## src/rtl/ctrl_pkg.sv

```systemverilog
// Shared definitions for the registered control pipeline: opcodes, control
// field encodings, the decoded control bundle and the mul/div busy states.
package ctrl_pkg;

  // Base opcodes (instr[6:0]) recognised by the decoder
  localparam logic [6:0] OP_R      = 7'b0110011;
  localparam logic [6:0] OP_I_ALU  = 7'b0010011;
  localparam logic [6:0] OP_LOAD   = 7'b0000011;
  localparam logic [6:0] OP_STORE  = 7'b0100011;
  localparam logic [6:0] OP_BRANCH = 7'b1100011;
  localparam logic [6:0] OP_JAL    = 7'b1101111;
  localparam logic [6:0] OP_JALR   = 7'b1100111;
  localparam logic [6:0] OP_LUI    = 7'b0110111;
  localparam logic [6:0] OP_AUIPC  = 7'b0010111;

  // One-hot immediate selector
  localparam logic [5:0] EXT_NONE    = 6'b000000;
  localparam logic [5:0] EXT_I_SHAMT = 6'b100000;
  localparam logic [5:0] EXT_I       = 6'b010000;
  localparam logic [5:0] EXT_S       = 6'b001000;
  localparam logic [5:0] EXT_B       = 6'b000100;
  localparam logic [5:0] EXT_U       = 6'b000010;
  localparam logic [5:0] EXT_J       = 6'b000001;

  // Next-PC source
  localparam logic [2:0] NPC_PC4    = 3'b000;
  localparam logic [2:0] NPC_BRANCH = 3'b001;
  localparam logic [2:0] NPC_JAL    = 3'b010;
  localparam logic [2:0] NPC_JALR   = 3'b100;

  // Register-file write-back source
  localparam logic [1:0] RFW_FROM_ALU = 2'b00;
  localparam logic [1:0] RFW_FROM_MEM = 2'b01;
  localparam logic [1:0] RFW_FROM_PC4 = 2'b10;
  localparam logic [1:0] RFW_FROM_MD  = 2'b11;

  // funct7 patterns that select base, alternate (sub/sra) and RV32M ops
  localparam logic [6:0] F7_BASE   = 7'b0000000;
  localparam logic [6:0] F7_ALT    = 7'b0100000;
  localparam logic [6:0] F7_MULDIV = 7'b0000001;

  // Fixed ALU codes for the upper-immediate instructions
  localparam logic [4:0] ALU_LUI   = 5'b11001;
  localparam logic [4:0] ALU_AUIPC = 5'b11010;

  // Busy sequencer for the shared multi-cycle mul/div unit
  typedef enum logic {
    MD_IDLE = 1'b0,
    MD_BUSY = 1'b1
  } md_state_t;

  // Everything EX needs, produced by the decoder and held in the pipe register
  typedef struct packed {
    logic [4:0] rd;
    logic [4:0] rs1;
    logic [4:0] rs2;
    logic [5:0] ext_op;
    logic [2:0] npc_op;
    logic       alu_src;
    logic [4:0] alu_op;
    logic       dm_we;
    logic       dm_re;
    logic       dm_sign;
    logic [1:0] dm_width;
    logic       rf_we;
    logic [1:0] rf_wsrc;
    logic       md_en;
    logic [2:0] md_op;
    logic       illegal;
  } ctrl_bundle_t;

  // Larger of two integers, used to size the busy counter
  function automatic int max_int(input int a, input int b);
    return (a > b) ? a : b;
  endfunction

endpackage

```

## src/rtl/ctrl_pipe_if.sv

```systemverilog
// Handshake and control-bundle bus between IF/ID, the control pipe and EX.
// The master side feeds instructions and accepts bundles; the slave is the pipe.
interface ctrl_pipe_if;
  logic        in_valid;
  logic        in_ready;
  logic [31:0] instr;
  logic [31:0] pc_in;
  logic        flush;
  logic        out_valid;
  logic        out_ready;
  logic [31:0] pc_out;
  logic [4:0]  rd;
  logic [4:0]  rs1;
  logic [4:0]  rs2;
  logic [5:0]  ext_op;
  logic [2:0]  npc_op;
  logic        alu_src;
  logic [4:0]  alu_op;
  logic        dm_we;
  logic        dm_re;
  logic        dm_sign;
  logic [1:0]  dm_width;
  logic        rf_we;
  logic [1:0]  rf_wsrc;
  logic        md_en;
  logic [2:0]  md_op;
  logic        illegal;

  modport master (
    output in_valid, instr, pc_in, flush, out_ready,
    input  in_ready, out_valid, pc_out, rd, rs1, rs2, ext_op, npc_op,
           alu_src, alu_op, dm_we, dm_re, dm_sign, dm_width, rf_we,
           rf_wsrc, md_en, md_op, illegal
  );

  modport slave (
    input  in_valid, instr, pc_in, flush, out_ready,
    output in_ready, out_valid, pc_out, rd, rs1, rs2, ext_op, npc_op,
           alu_src, alu_op, dm_we, dm_re, dm_sign, dm_width, rf_we,
           rf_wsrc, md_en, md_op, illegal
  );
endinterface

```

## src/rtl/ctrl_pipe_decode.sv

```systemverilog
// Pure combinational RV32I(+M) decoder: instruction word in, control bundle
// out. Unsupported encodings raise illegal and have all side effects cleared.
module ctrl_decode
  import ctrl_pkg::*;
#(
  parameter bit EN_M = 1'b1
) (
  input  logic [31:0]  instr,
  output ctrl_bundle_t bundle
);

  logic [6:0] opcode;
  logic [2:0] funct3;
  logic [6:0] funct7;
  logic       bad;

  assign opcode = instr[6:0];
  assign funct3 = instr[14:12];
  assign funct7 = instr[31:25];

  // Decode the opcode into control fields, then squash side effects if illegal
  always_comb begin
    bundle     = '0;
    bad        = 1'b0;
    bundle.rd  = instr[11:7];
    bundle.rs1 = instr[19:15];
    bundle.rs2 = instr[24:20];

    case (opcode)
      OP_R: begin
        bundle.rf_we = 1'b1;
        if (funct7 == F7_MULDIV) begin
          if (EN_M) begin
            bundle.md_en   = 1'b1;
            bundle.md_op   = funct3;
            bundle.rf_wsrc = RFW_FROM_MD;
          end else begin
            bad = 1'b1;
          end
        end else if (funct7 == F7_BASE) begin
          bundle.alu_op = {2'b00, funct3};
        end else if (funct7 == F7_ALT && (funct3 == 3'b000 || funct3 == 3'b101)) begin
          bundle.alu_op = {2'b01, funct3};
        end else begin
          bad = 1'b1;
        end
      end

      OP_I_ALU: begin
        bundle.rf_we   = 1'b1;
        bundle.alu_src = 1'b1;
        bundle.ext_op  = EXT_I;
        bundle.alu_op  = {2'b00, funct3};
        if (funct3 == 3'b001) begin
          bundle.ext_op = EXT_I_SHAMT;
          if (funct7 != F7_BASE) bad = 1'b1;
        end else if (funct3 == 3'b101) begin
          bundle.ext_op = EXT_I_SHAMT;
          if (funct7 == F7_ALT) begin
            bundle.alu_op = {2'b01, funct3};
          end else if (funct7 != F7_BASE) begin
            bad = 1'b1;
          end
        end
      end

      OP_LOAD: begin
        bundle.rf_we    = 1'b1;
        bundle.rf_wsrc  = RFW_FROM_MEM;
        bundle.alu_src  = 1'b1;
        bundle.ext_op   = EXT_I;
        bundle.dm_re    = 1'b1;
        bundle.dm_sign  = ~funct3[2];
        bundle.dm_width = funct3[1:0];
        if (funct3 == 3'b011 || funct3 == 3'b110 || funct3 == 3'b111) bad = 1'b1;
      end

      OP_STORE: begin
        bundle.alu_src  = 1'b1;
        bundle.ext_op   = EXT_S;
        bundle.dm_we    = 1'b1;
        bundle.dm_width = funct3[1:0];
        if (funct3[2] || funct3 == 3'b011) bad = 1'b1;
      end

      OP_BRANCH: begin
        bundle.ext_op = EXT_B;
        bundle.npc_op = NPC_BRANCH;
        bundle.alu_op = {2'b10, funct3};
        if (funct3[2:1] == 2'b01) bad = 1'b1;
      end

      OP_JAL: begin
        bundle.ext_op  = EXT_J;
        bundle.npc_op  = NPC_JAL;
        bundle.rf_we   = 1'b1;
        bundle.rf_wsrc = RFW_FROM_PC4;
      end

      OP_JALR: begin
        bundle.ext_op  = EXT_I;
        bundle.npc_op  = NPC_JALR;
        bundle.alu_src = 1'b1;
        bundle.rf_we   = 1'b1;
        bundle.rf_wsrc = RFW_FROM_PC4;
        if (funct3 != 3'b000) bad = 1'b1;
      end

      OP_LUI: begin
        bundle.ext_op  = EXT_U;
        bundle.alu_src = 1'b1;
        bundle.rf_we   = 1'b1;
        bundle.alu_op  = ALU_LUI;
      end

      OP_AUIPC: begin
        bundle.ext_op  = EXT_U;
        bundle.alu_src = 1'b1;
        bundle.rf_we   = 1'b1;
        bundle.alu_op  = ALU_AUIPC;
      end

      default: bad = 1'b1;
    endcase

    if (bad) begin
      bundle.rf_we  = 1'b0;
      bundle.dm_we  = 1'b0;
      bundle.dm_re  = 1'b0;
      bundle.npc_op = NPC_PC4;
      bundle.md_en  = 1'b0;
    end
    bundle.illegal = bad;
  end

endmodule

```

## src/rtl/ctrl_pipe.sv

```systemverilog
// Registered control stage between IF/ID and EX: decodes into a valid/ready
// pipeline register, supports flush, and holds issue while the shared
// multi-cycle mul/div unit is busy.
module ctrl_pipe
  import ctrl_pkg::*;
#(
  parameter bit EN_M       = 1'b1,
  parameter int MUL_CYCLES = 4,
  parameter int DIV_CYCLES = 33
) (
  input logic          clk,
  input logic          rst,
  ctrl_pipe_if.slave   bus
);

  localparam int CNT_W = $clog2(max_int(MUL_CYCLES, DIV_CYCLES) + 1);
  localparam logic [CNT_W-1:0] MUL_LOAD = CNT_W'(MUL_CYCLES - 1);
  localparam logic [CNT_W-1:0] DIV_LOAD = CNT_W'(DIV_CYCLES - 1);

  ctrl_bundle_t    dec_bundle;
  ctrl_bundle_t    bundle_q;
  logic [31:0]     pc_q;
  logic            vld_q;
  md_state_t       state_q;
  md_state_t       state_d;
  logic [CNT_W-1:0] cnt_q;
  logic            out_valid_c;
  logic            in_ready_c;
  logic            accept;
  logic            fire;

  ctrl_decode #(
    .EN_M (EN_M)
  ) u_decode (
    .instr  (bus.instr),
    .bundle (dec_bundle)
  );

  assign accept = bus.in_valid && in_ready_c;
  assign fire   = out_valid_c && bus.out_ready;

  // Pipeline register: flush wins over a same-cycle accept, accept wins over drain
  always_ff @(posedge clk or posedge rst) begin
    if (rst) begin
      vld_q    <= 1'b0;
      bundle_q <= '0;
      pc_q     <= '0;
    end else begin
      if (bus.flush) begin
        vld_q <= 1'b0;
      end else if (accept) begin
        vld_q <= 1'b1;
      end else if (fire) begin
        vld_q <= 1'b0;
      end
      if (accept && !bus.flush) begin
        bundle_q <= dec_bundle;
        pc_q     <= bus.pc_in;
      end
    end
  end

  // Busy FSM state register; an issued M op is never cancelled by flush
  always_ff @(posedge clk or posedge rst) begin
    if (rst) begin
      state_q <= MD_IDLE;
    end else begin
      state_q <= state_d;
    end
  end

  // Busy FSM next state: enter on an issued M op, leave once the counter is spent
  always_comb begin
    state_d = state_q;
    case (state_q)
      MD_IDLE: if (fire && bundle_q.md_en) state_d = MD_BUSY;
      MD_BUSY: if (cnt_q == '0) state_d = MD_IDLE;
      default: state_d = MD_IDLE;
    endcase
  end

  // Remaining busy cycles: loaded on issue (div if md_op[2]), counted down while busy
  always_ff @(posedge clk or posedge rst) begin
    if (rst) begin
      cnt_q <= '0;
    end else if (state_q == MD_IDLE) begin
      if (fire && bundle_q.md_en) begin
        cnt_q <= bundle_q.md_op[2] ? DIV_LOAD : MUL_LOAD;
      end
    end else if (cnt_q != '0) begin
      cnt_q <= cnt_q - CNT_W'(1);
    end
  end

  // Busy FSM outputs: hide the held bundle and block refill while busy
  always_comb begin
    out_valid_c = vld_q && (state_q == MD_IDLE);
    in_ready_c  = !vld_q || (bus.out_ready && (state_q == MD_IDLE));
  end

  assign bus.out_valid = out_valid_c;
  assign bus.in_ready  = in_ready_c;
  assign bus.pc_out    = pc_q;
  assign bus.rd        = bundle_q.rd;
  assign bus.rs1       = bundle_q.rs1;
  assign bus.rs2       = bundle_q.rs2;
  assign bus.ext_op    = bundle_q.ext_op;
  assign bus.npc_op    = bundle_q.npc_op;
  assign bus.alu_src   = bundle_q.alu_src;
  assign bus.alu_op    = bundle_q.alu_op;
  assign bus.dm_we     = bundle_q.dm_we;
  assign bus.dm_re     = bundle_q.dm_re;
  assign bus.dm_sign   = bundle_q.dm_sign;
  assign bus.dm_width  = bundle_q.dm_width;
  assign bus.rf_we     = bundle_q.rf_we;
  assign bus.rf_wsrc   = bundle_q.rf_wsrc;
  assign bus.md_en     = bundle_q.md_en;
  assign bus.md_op     = bundle_q.md_op;
  assign bus.illegal   = bundle_q.illegal;

endmodule

```

## src/flat_wrapper.sv

```systemverilog
// flat-port wrapper written by rule: the top's interface ports become plain ports
module ctrl_pipe_flat import ctrl_pkg::*;
#(
  parameter bit EN_M       = 1'b1,
  parameter int MUL_CYCLES = 4,
  parameter int DIV_CYCLES = 33
)
  (clk, rst, bus_in_valid, bus_instr, bus_pc_in, bus_flush, bus_out_ready, bus_in_ready, bus_out_valid, bus_pc_out, bus_rd, bus_rs1, bus_rs2, bus_ext_op, bus_npc_op, bus_alu_src, bus_alu_op, bus_dm_we, bus_dm_re, bus_dm_sign, bus_dm_width, bus_rf_we, bus_rf_wsrc, bus_md_en, bus_md_op, bus_illegal);
  ctrl_pipe_if bus_i ();
  input logic clk;
  input logic rst;
  input wire logic [$bits(bus_i.in_valid)-1:0] bus_in_valid;
  input wire logic [$bits(bus_i.instr)-1:0] bus_instr;
  input wire logic [$bits(bus_i.pc_in)-1:0] bus_pc_in;
  input wire logic [$bits(bus_i.flush)-1:0] bus_flush;
  input wire logic [$bits(bus_i.out_ready)-1:0] bus_out_ready;
  output wire logic [$bits(bus_i.in_ready)-1:0] bus_in_ready;
  output wire logic [$bits(bus_i.out_valid)-1:0] bus_out_valid;
  output wire logic [$bits(bus_i.pc_out)-1:0] bus_pc_out;
  output wire logic [$bits(bus_i.rd)-1:0] bus_rd;
  output wire logic [$bits(bus_i.rs1)-1:0] bus_rs1;
  output wire logic [$bits(bus_i.rs2)-1:0] bus_rs2;
  output wire logic [$bits(bus_i.ext_op)-1:0] bus_ext_op;
  output wire logic [$bits(bus_i.npc_op)-1:0] bus_npc_op;
  output wire logic [$bits(bus_i.alu_src)-1:0] bus_alu_src;
  output wire logic [$bits(bus_i.alu_op)-1:0] bus_alu_op;
  output wire logic [$bits(bus_i.dm_we)-1:0] bus_dm_we;
  output wire logic [$bits(bus_i.dm_re)-1:0] bus_dm_re;
  output wire logic [$bits(bus_i.dm_sign)-1:0] bus_dm_sign;
  output wire logic [$bits(bus_i.dm_width)-1:0] bus_dm_width;
  output wire logic [$bits(bus_i.rf_we)-1:0] bus_rf_we;
  output wire logic [$bits(bus_i.rf_wsrc)-1:0] bus_rf_wsrc;
  output wire logic [$bits(bus_i.md_en)-1:0] bus_md_en;
  output wire logic [$bits(bus_i.md_op)-1:0] bus_md_op;
  output wire logic [$bits(bus_i.illegal)-1:0] bus_illegal;
  assign bus_i.in_valid = bus_in_valid;
  assign bus_i.instr = bus_instr;
  assign bus_i.pc_in = bus_pc_in;
  assign bus_i.flush = bus_flush;
  assign bus_i.out_ready = bus_out_ready;
  assign bus_in_ready = bus_i.in_ready;
  assign bus_out_valid = bus_i.out_valid;
  assign bus_pc_out = bus_i.pc_out;
  assign bus_rd = bus_i.rd;
  assign bus_rs1 = bus_i.rs1;
  assign bus_rs2 = bus_i.rs2;
  assign bus_ext_op = bus_i.ext_op;
  assign bus_npc_op = bus_i.npc_op;
  assign bus_alu_src = bus_i.alu_src;
  assign bus_alu_op = bus_i.alu_op;
  assign bus_dm_we = bus_i.dm_we;
  assign bus_dm_re = bus_i.dm_re;
  assign bus_dm_sign = bus_i.dm_sign;
  assign bus_dm_width = bus_i.dm_width;
  assign bus_rf_we = bus_i.rf_we;
  assign bus_rf_wsrc = bus_i.rf_wsrc;
  assign bus_md_en = bus_i.md_en;
  assign bus_md_op = bus_i.md_op;
  assign bus_illegal = bus_i.illegal;
  ctrl_pipe #(.EN_M(EN_M), .MUL_CYCLES(MUL_CYCLES), .DIV_CYCLES(DIV_CYCLES)) u_core (.clk(clk), .rst(rst), .bus(bus_i));
endmodule
```

## config.mk

```make
export PLATFORM = sky130hd
export DESIGN_NAME = ctrl_pipe_flat
export DESIGN_NICKNAME = d
export VERILOG_FILES = /design/src/rtl/ctrl_pkg.sv /design/src/rtl/ctrl_pipe_if.sv /design/src/rtl/ctrl_pipe_decode.sv /design/src/rtl/ctrl_pipe.sv /design/src/flat_wrapper.sv
export SDC_FILE = /design/constraint.sdc
export NUM_CORES = 1
export LEC_CHECK = 0
export CAP_MARGIN = 10
export CORE_MARGIN = 5
export CORE_UTILIZATION = 35
export CTS_CLUSTER_DIAMETER = 50
export DETAILED_ROUTE_END_ITERATION = 8
export GPL_TIMING_DRIVEN = 0
export PLACE_DENSITY = 0.75
export REMOVE_ABC_BUFFERS = 1
export SKIP_CTS_REPAIR_TIMING = 1
export SYNTH_ARGS = -nofsm -noshare
export SYNTH_HDL_FRONTEND = slang
export SYNTH_SLANG_ARGS = --single-unit
```

## constraint.sdc

```tcl
create_clock -name clk -period 3.1 [get_ports clk]
set_clock_uncertainty 0.15 [all_clocks]
set_input_delay 0.62 -clock clk [delete_from_list [all_inputs] [get_ports clk]]
set_output_delay 0.62 -clock clk [all_outputs]
set_load 0.005 [all_outputs]
```

==> summary.md, run 1 <==
| Metric | Value |
|---|---|
| Via count of the first global-routing pass | `around 3.4k` |
| Delay of the slowest critical-path stage | `0.89 ns` |
| Leakage power | `0.00256 µW` |
| Root Driver | `clkbuf_8` |
| CP top delay family | `compound AO/OA/AOI/OAI gates` |
| Outcome | `finished, final reports clean` |
| Die Wd | `113 µm` |
| Finished Cell Area | `0.00557 mm²` |
| Overflow after GRT | `0` |
| PortBufs | `145` |
| DRT iter0 DRCs | `197` |
| IO Pins | `146` |
| Cell chain of the critical path | `clkdlybuf4s50_1 > nand4_1 > a2111o_1 > o31a_1` |
| HP Class | `reg -> reg` |
| Final worst path period share | `90.0%` |
| Die Span Y | `113 µm` |
| Setup crit start kind | `input pin` |
| Worst setup margin | `0.311 ns` |
| Crit path DAT | `2.86 ns` |
| CTS tree | `yes` |
| PnR Total Power | `2660 µW` |
| Synth Warn # | `0` |
| Placed cell areas | `~0.0053 mm²` |
| Commonest non-fill, non-tap cell in the layout | `nand2_1` |
| Syn Area/Cell | `a little under 9 µm²` |
| # rows | `37` |
| TritonCTS Sinks | `83` |
| Pwr/cell area | `477 mW/mm²` |
| Clock Path Buffers | `2` |
| Gpl congestion | `between 0.8 and 0.9` |
| Hold Fails Final Rpt | `0` |
| Max-cap violation count | `0` |
| DRC errors left | `0` |
| Number of synthesized flops with an enable pin | `0` |
| Post-synth cell types | `48` |
| Share of cells above drive strength 1 | `4.79%` |
| Total CTS buffers | `9` |
| P&R area growth vs syn | `49.2%` |
| GRT Total Usage | `16.1%` |
| WL per Instance | `15.0 µm` |
| Largest net degree at the start of global routing | `69` |
| Most frequent cells in the layout | `178 x nand2_1, 145 x clkdlybuf4s50_1, 83 x dfrtp_1` |
| Final-report setup violation count | `0` |
| Antenna diodes | `0` |
| WL final | `10,500 µm` |
| Core region area | `0.0104 mm²` |
| Nets | `629` |
| Sequential cell area fraction in the yosys report | `55.6%` |
| Later-pin clock latency in the skew report | `0.34 ns` |
| CP Max Fanout | `20` |
| CP Buf/Inv Count | `1` |
| Die area | `between 0.01 and 0.015 mm²` |
| Post-layout min period | `2.79 ns` |
| Post-DP HPWL | `just under 8000 µm` |
| Max VDD drop | `~0.23 mV` |
| Reg clk slew, reported paths | `0.08 ns` |
| Fin. max-slew vios | `0` |
| First-pass GRT wire length | `17,000 µm` |
| Worst slew pin tran | `0.650 ns` |
| DR pass1 iterations | `5` |
| Vias/cell | `between 4 and 5` |
| H-tree levels | `3` |
| Fmax | `~360 MHz` |
| RSZ-0062 raised after global routing | `no` |
| Setup TNS | `0 ns` |
| Relative slew slack | `56.6%` |
| Fillers | `938` |
| Worst Hold Slack | `0.327 ns` |
| DRT antenna net count | `0` |
| Crit Path Category | `in -> reg` |
| Post-placement setup slack | `-0.00979 ns` |
| #FFs+latches synth | `83` |
| Initial antenna violation count | `0` |
| Starting Density | `between 30% and 40%` |
| Post-synth ARST share | `100%` |
| Crit end category | `register` |
| Ys flop type | `dfrtp_1` |
| Synthesized instance count | `424` |
| Slowest CP cell | `clkdlybuf4s50_1` |
| Req. time, crit path | `3.17 ns` |
| Via count | `3,407` |
| Syn Std Cell Area | `0.00373 mm²` |
-- sequential cells by signal (all words and copies together) (netlist names) --
name	cells
u_core.bus.dm_re	1
u_core.bus.md_op	3
u_core.bus.alu_src	1
u_core.bus.illegal	1
u_core.bus.alu_op	5
u_core.bus.rs2	5
u_core.bus.rf_we	1
u_core.bus.md_en	1
u_core.bus.pc_out	32
u_core.bus.npc_op	3
u_core.bus.dm_width	2
u_core.vld_q	1
u_core.bus.rf_wsrc	2
u_core.bus.dm_we	1
u_core.bus.rd	5
u_core.state_q	1
u_core.bus.ext_op	6
u_core.bus.rs1	5
u_core.cnt_q	6
u_core.bus.dm_sign	1
-- per-stage QoR --
stage,util (%),instances
detailed placement,51.5,684
CTS,53.7,700
global placement,50.4,680
floorplan,-,399
finish,53.7,700
global route,53.7,700
-- where the power goes --
group          total (µW)  switching [µW]  internal (µW)
sequential           1240            56.4           1190
clock                 865             385            481
combinational         549             224            325
-- per-layer routing --
metal | GRT usage [%] | share of wire (%) | vias to the layer above
met2 | 27.7 | 49 | 115
met3 | 3.53 | 6.3 | 16
li1 | - | - | 1666
met5 | 0 | 0 | -
met4 | 5.13 | 1.9 | 0
met1 | 20.2 | 42 | 1610
-- worst reg2reg max path: stages (launching register included) --
cell,delay [ns]
dfrtp_1,0.50
nor2b_1,0.13
o21ai_4,0.52
buf_12,0.29
nor2_1,0.11
nand2_1,0.10
o21ai_0,0.10
-- final cells by class --
type	count	area [µm²]	share of cell area, %
flip-flops and latches	83	2080	37.3
repair buffers	149	1550	27.8
multi-input cells	304	1500	26.9
well taps	136	170	3.06
clock buffers	11	141	2.54
clock inverters	5	85.1	1.53
inverters	12	47.5	0.854
-- synth_stat cells (2+ instances only) --
master / instances / area share [%]
nand2_1: 178 / 18
dfrtp_1: 83 / 56
o21ai_0: 13 / 1.7
a21oi_1: 12 / 1.6
inv_1: 12 / 1.2
nor2_1: 12 / 1.2
buf_2: 11 / 1.5
o31ai_1: 8 / 1.6
clkbuf_1: 7 / 0.70
nand2b_1: 7 / 1.2
nand3_1: 7 / 0.94
nor2b_1: 7 / 1.2
o211ai_1: 5 / 1.0
a31oi_1: 4 / 0.67
buf_1: 4 / 0.40
or3_1: 4 / 0.67
a21o_1: 3 / 0.60
a22o_1: 3 / 0.70
and2_1: 3 / 0.50
nor4_1: 3 / 0.50
o21ai_1: 3 / 0.40
xor2_1: 3 / 0.70
and3_1: 2 / 0.34
and4bb_2: 2 / 0.67
buf_4: 2 / 0.40
nand4_1: 2 / 0.34
o22ai_1: 2 / 0.34
o41ai_1: 2 / 0.47
-- worst paths after layout --
kind	depth (start not counted)	from	endpoint	slack [ns]
min	2	u_core.bus.rs1[2]	u_core.bus.rs1[2]	0.33
min reg2reg	2	u_core.bus.rs1[2]	u_core.bus.rs1[2]	0.33
min in group asynchronous	2	rst	u_core.bus.pc_out[13]	0.41
max	4	bus_instr[5]	u_core.bus.illegal	0.31
max reg2reg	6	u_core.state_q	u_core.bus.dm_we	1.09
max in group asynchronous	3	rst	u_core.cnt_q[2]	1.79
-- logic make-up (layout without fill, tap and decap cells) --
kind of cell	count (synthesis)	in the layout	synth area share, %
buf+inv	37	177	4.49
fa+ha+maj	1	1	0.335
simple gates	235	235	27.1
xor+xnor	4	4	0.939
compound gates	64	64	11.5
flops	83	83	55.6
(Power assumes the default switching activity.)
==> run 2, diff against run 1 <==
Settings changed: CTS_CLUSTER_DIAMETER 50 to 150.
==> results of run 2 <==
Same layout as run 1: the final DEF is identical, and so are final timing and power.
